<file path="src/rtl/branch_predictor_pkg.sv">
// Shared constants and types for the bimodal/BTB branch predictor.
package branch_predictor_pkg;

    localparam int PC_W            = 32;
    localparam int DEF_INDEX_BITS  = 6;
    localparam int DEF_TAG_BITS    = 8;

    // 2-bit direction counter encodings
    localparam logic [1:0] BP_CNT_SNT = 2'b00;  // strongly not taken
    localparam logic [1:0] BP_CNT_WNT = 2'b01;  // weakly not taken
    localparam logic [1:0] BP_CNT_WT  = 2'b10;  // weakly taken
    localparam logic [1:0] BP_CNT_ST  = 2'b11;  // strongly taken

    // Counter value loaded into every PHT entry on reset
    localparam logic [1:0] BP_CNT_RESET = BP_CNT_WNT;

    // Even parity over a PC-wide word
    function automatic logic pc_parity(input logic [PC_W-1:0] word);
        return ^word;
    endfunction

endpackage

</file>
<file path="src/rtl/branch_predictor_sat_counter.sv">
// 2-bit saturating counter next-state: count up on taken, down on not-taken.
module bp_sat_counter
    import branch_predictor_pkg::*;
(
    input  logic [1:0] cnt_i,
    input  logic       taken_i,
    output logic [1:0] cnt_next_o
);

    // Saturate at strongly-taken / strongly-not-taken
    always_comb begin
        cnt_next_o = cnt_i;
        if (taken_i) begin
            if (cnt_i == BP_CNT_ST) begin
                cnt_next_o = BP_CNT_ST;
            end else begin
                cnt_next_o = cnt_i + 2'd1;
            end
        end else begin
            if (cnt_i == BP_CNT_SNT) begin
                cnt_next_o = BP_CNT_SNT;
            end else begin
                cnt_next_o = cnt_i - 2'd1;
            end
        end
    end

endmodule

</file>
<file path="src/rtl/branch_predictor.sv">
// Fetch-side branch predictor: bimodal PHT plus direct-mapped tagged BTB.
// Prediction is registered one cycle after lookup; same-cycle training to the
// looked-up index is bypassed so the prediction reflects the update.
module branch_predictor
    import branch_predictor_pkg::*;
#(
    parameter int INDEX_BITS = DEF_INDEX_BITS,
    parameter int TAG_BITS   = DEF_TAG_BITS
) (
    input  logic            clk,
    input  logic            rst,
    input  logic            fetch_valid,
    input  logic [PC_W-1:0] fetch_pc,
    input  logic            fetch_stall,
    input  logic            branch_flush,
    input  logic            update_en,
    input  logic [PC_W-1:0] update_pc,
    input  logic            taken_or_not_actual,
    input  logic [PC_W-1:0] branch_actual_addr,
    output logic            pred_valid,
    output logic [PC_W-1:0] pred_pc,
    output logic            pre_is_branch_taken,
    output logic [PC_W-1:0] pre_branch_addr
);

    localparam int DEPTH = 1 << INDEX_BITS;
    localparam int TAG_LO = INDEX_BITS + 2;
    localparam int TAG_HI = INDEX_BITS + TAG_BITS + 1;

    // Tables
    logic [1:0]          pht_q        [DEPTH];
    logic                btb_valid_q  [DEPTH];
    logic [TAG_BITS-1:0] btb_tag_q    [DEPTH];
    logic [PC_W-1:0]     btb_target_q [DEPTH];

    // Output registers
    logic            pred_valid_q, pred_valid_d;
    logic [PC_W-1:0] pred_pc_q,    pred_pc_d;
    logic            taken_q,      taken_d;
    logic [PC_W-1:0] addr_q,       addr_d;

    // Index/tag fields
    logic [INDEX_BITS-1:0] lk_idx_s, up_idx_s;
    logic [TAG_BITS-1:0]   lk_tag_s, up_tag_s;

    // Update and lookup datapath
    logic [1:0]          up_cnt_cur_s, up_cnt_next_s;
    logic                same_idx_s;
    logic [1:0]          lk_cnt_s;
    logic                lk_valid_s;
    logic [TAG_BITS-1:0] lk_btag_s;
    logic [PC_W-1:0]     lk_target_s;
    logic                lk_taken_s;
    logic [PC_W-1:0]     lk_addr_s;

    // Bits outside index/tag never participate in training
    logic unused_upd_bits_s;
    assign unused_upd_bits_s = ^{update_pc[1:0], update_pc[PC_W-1:TAG_HI+1]};

    assign lk_idx_s = fetch_pc[INDEX_BITS+1:2];
    assign lk_tag_s = fetch_pc[TAG_HI:TAG_LO];
    assign up_idx_s = update_pc[INDEX_BITS+1:2];
    assign up_tag_s = update_pc[TAG_HI:TAG_LO];
    assign up_cnt_cur_s = pht_q[up_idx_s];

    // One counter instance feeds both the table write and the lookup bypass
    bp_sat_counter u_sat (
        .cnt_i      (up_cnt_cur_s),
        .taken_i    (taken_or_not_actual),
        .cnt_next_o (up_cnt_next_s)
    );

    // Lookup with write-first bypass from a same-cycle update
    always_comb begin
        same_idx_s  = update_en && (up_idx_s == lk_idx_s);
        lk_cnt_s    = pht_q[lk_idx_s];
        lk_valid_s  = btb_valid_q[lk_idx_s];
        lk_btag_s   = btb_tag_q[lk_idx_s];
        lk_target_s = btb_target_q[lk_idx_s];
        if (same_idx_s) begin
            lk_cnt_s = up_cnt_next_s;
            if (taken_or_not_actual) begin
                lk_valid_s  = 1'b1;
                lk_btag_s   = up_tag_s;
                lk_target_s = branch_actual_addr;
            end else begin
                lk_valid_s  = btb_valid_q[lk_idx_s];
            end
        end else begin
            lk_cnt_s = pht_q[lk_idx_s];
        end
        lk_taken_s = lk_valid_s && (lk_btag_s == lk_tag_s) && lk_cnt_s[1];
        lk_addr_s  = lk_taken_s ? lk_target_s : (fetch_pc + 32'd4);
    end

    // Output next-state: flush kills, stall holds, otherwise capture lookup
    always_comb begin
        pred_valid_d = pred_valid_q;
        pred_pc_d    = pred_pc_q;
        taken_d      = taken_q;
        addr_d       = addr_q;
        if (branch_flush) begin
            pred_valid_d = 1'b0;
        end else if (fetch_stall) begin
            pred_valid_d = pred_valid_q;
        end else begin
            pred_valid_d = fetch_valid;
            if (fetch_valid) begin
                pred_pc_d = fetch_pc;
                taken_d   = lk_taken_s;
                addr_d    = lk_addr_s;
            end else begin
                pred_pc_d = pred_pc_q;
            end
        end
    end

    // Prediction output registers
    always_ff @(posedge clk) begin
        if (rst) begin
            pred_valid_q <= 1'b0;
            pred_pc_q    <= 32'h0000_0000;
            taken_q      <= 1'b0;
            addr_q       <= 32'h0000_0000;
        end else begin
            pred_valid_q <= pred_valid_d;
            pred_pc_q    <= pred_pc_d;
            taken_q      <= taken_d;
            addr_q       <= addr_d;
        end
    end

    // PHT/BTB training; independent of stall and flush
    always_ff @(posedge clk) begin
        if (rst) begin
            for (int i = 0; i < DEPTH; i++) begin
                pht_q[i]        <= BP_CNT_RESET;
                btb_valid_q[i]  <= 1'b0;
                btb_tag_q[i]    <= '0;
                btb_target_q[i] <= 32'h0000_0000;
            end
        end else if (update_en) begin
            pht_q[up_idx_s] <= up_cnt_next_s;
            if (taken_or_not_actual) begin
                btb_valid_q[up_idx_s]  <= 1'b1;
                btb_tag_q[up_idx_s]    <= up_tag_s;
                btb_target_q[up_idx_s] <= branch_actual_addr;
            end
        end
    end

    assign pred_valid          = pred_valid_q;
    assign pred_pc             = pred_pc_q;
    assign pre_is_branch_taken = taken_q;
    assign pre_branch_addr     = addr_q;

endmodule

</file>
<file path="config.mk">
export PLATFORM = sky130hd
export DESIGN_NAME = branch_predictor
export DESIGN_NICKNAME = d
export VERILOG_FILES = /design/src/rtl/branch_predictor_pkg.sv /design/src/rtl/branch_predictor_sat_counter.sv /design/src/rtl/branch_predictor.sv
export SDC_FILE = /design/constraint.sdc
export NUM_CORES = 2
export LEC_CHECK = 0
export CAP_MARGIN = 25
export CORE_MARGIN = 10
export CORE_UTILIZATION = 45
export CTS_BUF_LIST = sky130_fd_sc_hd__clkbuf_16
export CTS_CLUSTER_DIAMETER = 200
export DETAILED_ROUTE_END_ITERATION = 7
export PLACE_DENSITY = 0.65
export RECOVER_POWER = 100
export SLEW_MARGIN = 30
export SYNTH_ARGS = -nofsm -noshare
export SYNTH_HDL_FRONTEND = slang
export SYNTH_HIERARCHICAL = 1
export SYNTH_SLANG_ARGS = --single-unit
</file>
<file path="constraint.sdc">
create_clock -name clk -period 4.6 [get_ports clk]
set_input_delay 0.92 -clock clk [delete_from_list [all_inputs] [get_ports clk]]
set_output_delay 0.92 -clock clk [all_outputs]
set_load 0.01 [all_outputs]
</file>
-- After elaboration in Yosys (flattened, before gate mapping)
Memories as Yosys holds them, arrays and structs flattened.
Cells that the tools add are included.
- add/sub/neg operators: 3
- multipliers: 0
- divide/modulo/power cells: 0
- order comparisons: 0
- equal/unequal tests: 3
- shift operators: 0
- muxes and demuxes: 32
- bitwise gates (word level): 2
- reduce and logical (&&, ||, !) cells: 10
- operator list (operator ; count):
    $mux 32 ; 4
    $add 32x3->32 const B ; 1
    $reduce_or 32->1 ; 1
    $mux 6 ; 4
    $mux 8 ; 3
    $mux 1 ; 16
    $mux 2 ; 5
    $eq 8x8->1 ; 1
    $reduce_or 8->1 ; 1
    $eq 6x6->1 ; 1
    $reduce_or 2->1 ; 2
    $logic_and 1x1->1 ; 3
    $reduce_and 3->1 ; 1
    $add 2x1->2 const B ; 1
    $eq 2x2->1 const B ; 1
    $logic_not 2->1 ; 1
    $not 1->1 ; 2
    $sub 2x1->2 const B ; 1
    $reduce_or 1->1 ; 1
- register bits after elaboration: 66
- bits in latches: 0
- RAM bits: 2752
- bits in read-only memories: 0
- input port bits: 103
- output and inout port bits: 66
- logic and storage cells: 58
- memories: 4
- memory list (name ; depth ; width ; read ports ; clocked after memory_dff ; write ports ; line ; text):
    btb_target_q ; 64 ; 32 ; 1 ; 0 ; 64 ; branch_predictor.sv:34 ; logic [PC_W-1:0] btb_target_q [DEPTH];
    btb_tag_q ; 64 ; 8 ; 1 ; 0 ; 64 ; branch_predictor.sv:33 ; logic [TAG_BITS-1:0] btb_tag_q [DEPTH];
    pht_q ; 64 ; 2 ; 2 ; 0 ; 64 ; branch_predictor.sv:31 ; logic [1:0] pht_q [DEPTH];
    btb_valid_q ; 64 ; 1 ; 1 ; 0 ; 64 ; branch_predictor.sv:32 ; logic btb_valid_q [DEPTH];

-- Logic depth before layout (Yosys ltp)
- depth after elaboration: 7
- gate-level depth with buffers: 18
- depth with buffers taken out: 13

-- Hierarchy
The synthesis kept the hierarchy.
- by module, submodules not included (module ; times used ; cells each ; area each (µm²) ; sequential area each (µm²)):
    branch_predictor ; 1 ; 8366 ; 128781.0 ; 83319.9
    bp_sat_counter ; 1 ; 3 ; 26.3 ; 0.0

-- Worst setup path before layout
OpenSTA, ideal clock, no wires.
- path type: input to register
- start point: in fetch_pc[2]
- end point: reg addr_q[25], in the netlist pre_branch_addr[25]
- setup time: 116 ps
- arrival time: 3944 ps
- data required time: 4484 ps
- slack: 540 ps
- cell stages on the path: 15
- path buffers: 8
- cells stage by stage: buf_6 buf_6 buf_6 buf_6 buf_6 buf_4 buf_2 buf_2 mux4_2 mux4_2 a22oi_1 nand3_1 mux2i_1 o211ai_1 o211a_1
- word-level cells in the longest chain between the ends: 7
- elaborated cells between the ends (all ways): 18
- those cells by class: 1 x add/sub; 2 x eq/ne; 8 x mux; 3 x reduce/logical; 4 x memory
- RTL lines (element ; line ; text):
    start, declared ; branch_predictor.sv:13 ; input logic [PC_W-1:0] fetch_pc,
    $mem_v2 64x8 or $eq 6x6->1 (tied branches) ; -- ;
    $mux 8 or $logic_and 1x1->1 (tied branches) ; branch_predictor.sv:82, branch_predictor.sv:75 ;
    $mux 8 ; branch_predictor.sv:80 ; if (same_idx_s) begin
    $eq 8x8->1 ; branch_predictor.sv:92 ; lk_taken_s = lk_valid_s && (lk_btag_s == lk_tag_s) && lk_cnt_s[1];
    $logic_and 1x1->1 (2 in series) ; branch_predictor.sv:92 ;
    $mux 32 * ; branch_predictor.sv:93 ; lk_addr_s = lk_taken_s ? lk_target_s : (fetch_pc + 32'd4);
    end signal, assigned ; branch_predictor.sv:129 ; addr_q <= addr_d;
    end, declared ; branch_predictor.sv:40 ; logic [PC_W-1:0] addr_q, addr_d;
Mark *: on every way between the ends. The rest lies on a longest branch, timed or not.
A chain may end at the register's enable or synchronous reset.

==> impl_metrics.csv <==
group,metric,value,unit
run_status,status,"finished, violations left",
run_status,violations,"capacitance limit, slew limit",
logic_synthesis,synth_cell_types,77,
logic_synthesis,ys_ff_latch,2818,
die,io_pins,169,
power,seqPwrFrac,50.6,%
placed_design,place_area,138000,µm²
worst_setup_path,critical_path_class,"in -> reg",
cts,cts.sinks,2818,
power,peakVddDrop,0.291,mV
worst_setup_path,cp_max_fo,18,
final_layout,drive_above_1_share,21.6,%
global_routing,grt_pass1_vias,77000,
die,placementRows,196,
sta,finalSetupViolCount,0,
final_layout,fin_area,146000,µm²
logic_synthesis,ys_seq_area_share,64.7,%
logic_synthesis,synth.top_cell.area_share,62.7,%
route,antenna_left,0,
worst_setup_path,critPathRequiredTime,5.10,ns
cts,clk_pin_slew,0.06,ns
global_routing,antenna_found_initial,40,
sta,fin_crit,4.44,ns
final_layout,layout.cells.non_filler,12600,
power,sw_frac_of_total,23.7,%
sta,fmax,225,MHz
worst_setup_path,cp-start-kind,"input port",
worst_setup_path,path_buf_inv,6,
global_routing,grt-ovfl-total,0,
power,p_leak,50.6,nW
placed_design,dpl.hpwl,259000,µm
cts,insertion_delay,0.91,ns
logic_synthesis,yosysTopAreaCell,"edfxtp_1",
die,fp.dieW,555,µm
final_layout,area_growth,13.4,%
cts,clock-root-buffer,"clkbuf_16",
sta,tightest_slew,2.38,ns
route,drc,0,
logic_synthesis,yosysWarnings,6,
route,dr_total_vias,76300,
sta,fin_skew,0.0398,ns
sta,fin_setup_tns,0,ns
sta,fin_crit_sh,96.6,%
sta,report.final.slew_viol_count,602,
power,power_frac_comb,8.6,%
logic_synthesis,ys_top_cells_by_area,"edfxtp_1 (63%), mux4_2 (14%), and2_1 (13%)",
logic_synthesis,avgSynthCellArea,15.4,µm²
cts,postCtsSetupBuffers,0,
placed_design,place_inst,12000,
placed_design,portBuffers,150,
logic_synthesis,synth_ff_type,"edfxtp_1",
cts,numCtsBuffers,307,
worst_setup_path,cp_top_family,"buffers and inverters",
logic_synthesis,ys_async_sr_fraction,0,%
power,netSwitchingPower,13.9,mW
sta,hold_viol_final,0,
route,first_pass_iters,6,
die,dieArea,308000,µm²
power,p_int,44.7,mW
global_routing,track_usage,26.6,%
die,start_util,45.2,%
worst_setup_path,cpMaxStageDelayCell,"clkbuf_1",
sta,slew_headroom,-58.9,%
global_routing,grt_max_degree,116,
logic_synthesis,synth_area,129000,µm²
die,core-area,285000,µm²
logic_synthesis,synth_edf_count,2688,
final_layout,nets,8664,
placed_design,place.gp.congestion,0.937,
worst_hold_path,hold_class,"reg -> reg",
worst_setup_path,cpMostUsedCell,"clkbuf_1",
logic_synthesis,yosysMostFrequentCell,"edfxtp_1",
route,wl_per_cell,33.2,µm
worst_setup_path,crit_path_end_kind,"flip-flop",
cts,cts_buffer_depth,4,
cts,holdBufCountCts,0,
logic_synthesis,synth_nets,8473,
power,p_per_area,401,nW/µm²
final_layout,fin_util,51.2,%
worst_setup_path,worst_ep_arrival_time,4.94,ns
flow_run,cap_violations,26,
route,wirelength,418000,µm
logic_synthesis,synth.cells.most_frequent,"edfxtp_1 (2,688), and2_1 (2,576), mux4_2 (785)",
route,viasPerCell,6.06,
power,p_clk_share,40.8,%
die,die_h,555,µm
sta,rsz0062_at_grt,"no",
worst_setup_path,worstPathCellList,"dlygate4sd3_1 > buf_4 > nor3b_2 > buf_12 > clkbuf_1 > and2_0 > clkbuf_1 > and3_2 > or2_2 > clkbuf_1",
cts,h-tree-depth,5,
logic_synthesis,syn_inst,8369,
worst_setup_path,critical-path-max-stage-delay,1.03,ns
global_routing,grt_pass1_wl,587000,µm
cts,cts_tree,"yes",
cts,cts_resized,0,
route,drt_iter0_drc,9685,
==> logic make-up (layout without fill, tap and decap cells) <==
logic type	Yosys count	count (layout)	synth area share, %
buffers and inverters	907	1339	2.84
other	0	20	0
and+or+nand+nor	3300	3300	15.5
AOI/OAI and AO/OA	448	448	2.45
DFF	2818	2818	64.7
muxes	859	859	14.3
xor gates and xnor gates	34	34	0.231
adders and majority gates	3	3	0.0272
==> worst reg2reg max path, stage by stage, from the launching register on <==
cell	delay, ns
edfxtp_1	0.38
mux4_2	0.47
a221oi_1	0.30
o21ai_0	0.26
a2111oi_0	0.83
or3_1	0.22
o311ai_1	0.15
nor4_4	0.39
buf_12	0.28
nor3_1	0.18
a311oi_2	0.33
==> sequential cells by signal, summed over array words and instances, names as in the netlist <==
name,flops
btb_target_q,2048
pred_pc,32
pred_valid,1
btb_tag_q,512
pht_q,128
btb_valid_q,64
pre_is_branch_taken,1
pre_branch_addr,32
==> area by class of cell <==
cell class                      instances  area, µm²
Antenna cell                           20       50.0
Clock buffer                          313       7830
Clock inverter                        237       1740
Fill cell                           23400     139000
Inverter                               13       61.3
Multi-Input combinational cell       4644      42000
Sequential cell                      2818      83300
Tap cell                             3762       4710
Timing Repair Buffer                  776       6350
==> power by group through the flow <==
stage	sequential, mW	combinational (mW)	clock (mW)
after floorplan	30.0	2.69	0
after global placement	30.1	5.10	0
after detailed placement	30.2	5.12	0
after CTS	29.6	5.13	24.1
after global routing	29.7	5.20	25.1
final	29.6	5.04	23.9
==> layout by cell type (no fill, tap or decap), types with 19 or more instances in the layout <==
master / n
clkbuf_2: 112
o21ai_0: 108
or2_2: 55
dfxtp_1: 130
and2_1: 1516
nor3_1: 31
o211ai_1: 35
buf_4: 312
dlygate4sd3_1: 70
a21oi_1: 46
bufinv_16: 20
clkinv_1: 76
a31oi_1: 21
clkbuf_16: 313
and3_1: 73
inv_1: 79
a21o_1: 64
buf_2: 41
and2_0: 1061
mux2i_1: 67
clkdlybuf4s50_1: 32
diode_2: 20
nand2_1: 232
a22oi_1: 55
nor2_1: 34
xnor2_1: 19
buf_12: 84
edfxtp_1: 2688
nand3_1: 77
mux4_2: 785
clkinv_2: 48
and3_2: 62
clkbuf_1: 117
or3_1: 69
==> metrics by stage <==
step / worst slack [ns] / hold WS [ns] / power, mW
floorplan: 0.540 / 0.421 / 32.7
global placement: -0.333 / 0.427 / 35.2
detailed placement: -0.340 / 0.434 / 35.3
CTS: 0.607 / 0.384 / 58.9
global route: 0.184 / 0.418 / 60.1
finish: 0.155 / 0.450 / 58.6
==> final timing paths <==
| check | start | end | slack [ns] | cells after the start |
|---|---|---|---|---|
| setup / recovery | update_pc[2] | btb_target_q[2][6]$_SDFFCE_PN0P_ | 0.16 | 10 |
| hold reg to reg | btb_valid_q[15]$_DFF_P_ | btb_valid_q[15]$_DFF_P_ | 0.45 | 1 |
| hold / removal | btb_valid_q[15]$_DFF_P_ | btb_valid_q[15]$_DFF_P_ | 0.45 | 1 |
| setup reg to reg | btb_tag_q[4][6]$_SDFFCE_PN0P_ | pre_branch_addr[20]$_SDFFE_PP0P_ | 0.74 | 10 |
==> routing by layer <==
layer  share of wire [%]  GRT usage [%]  wire length (µm)
met4                 7.1           15.2             29600
met2                  47           42.8            198000
met5               0.013              0                55
met1                  36           33.9            149000
met3                 9.8           4.88             41000
No activity file was read; power rests on OpenSTA's default activity.
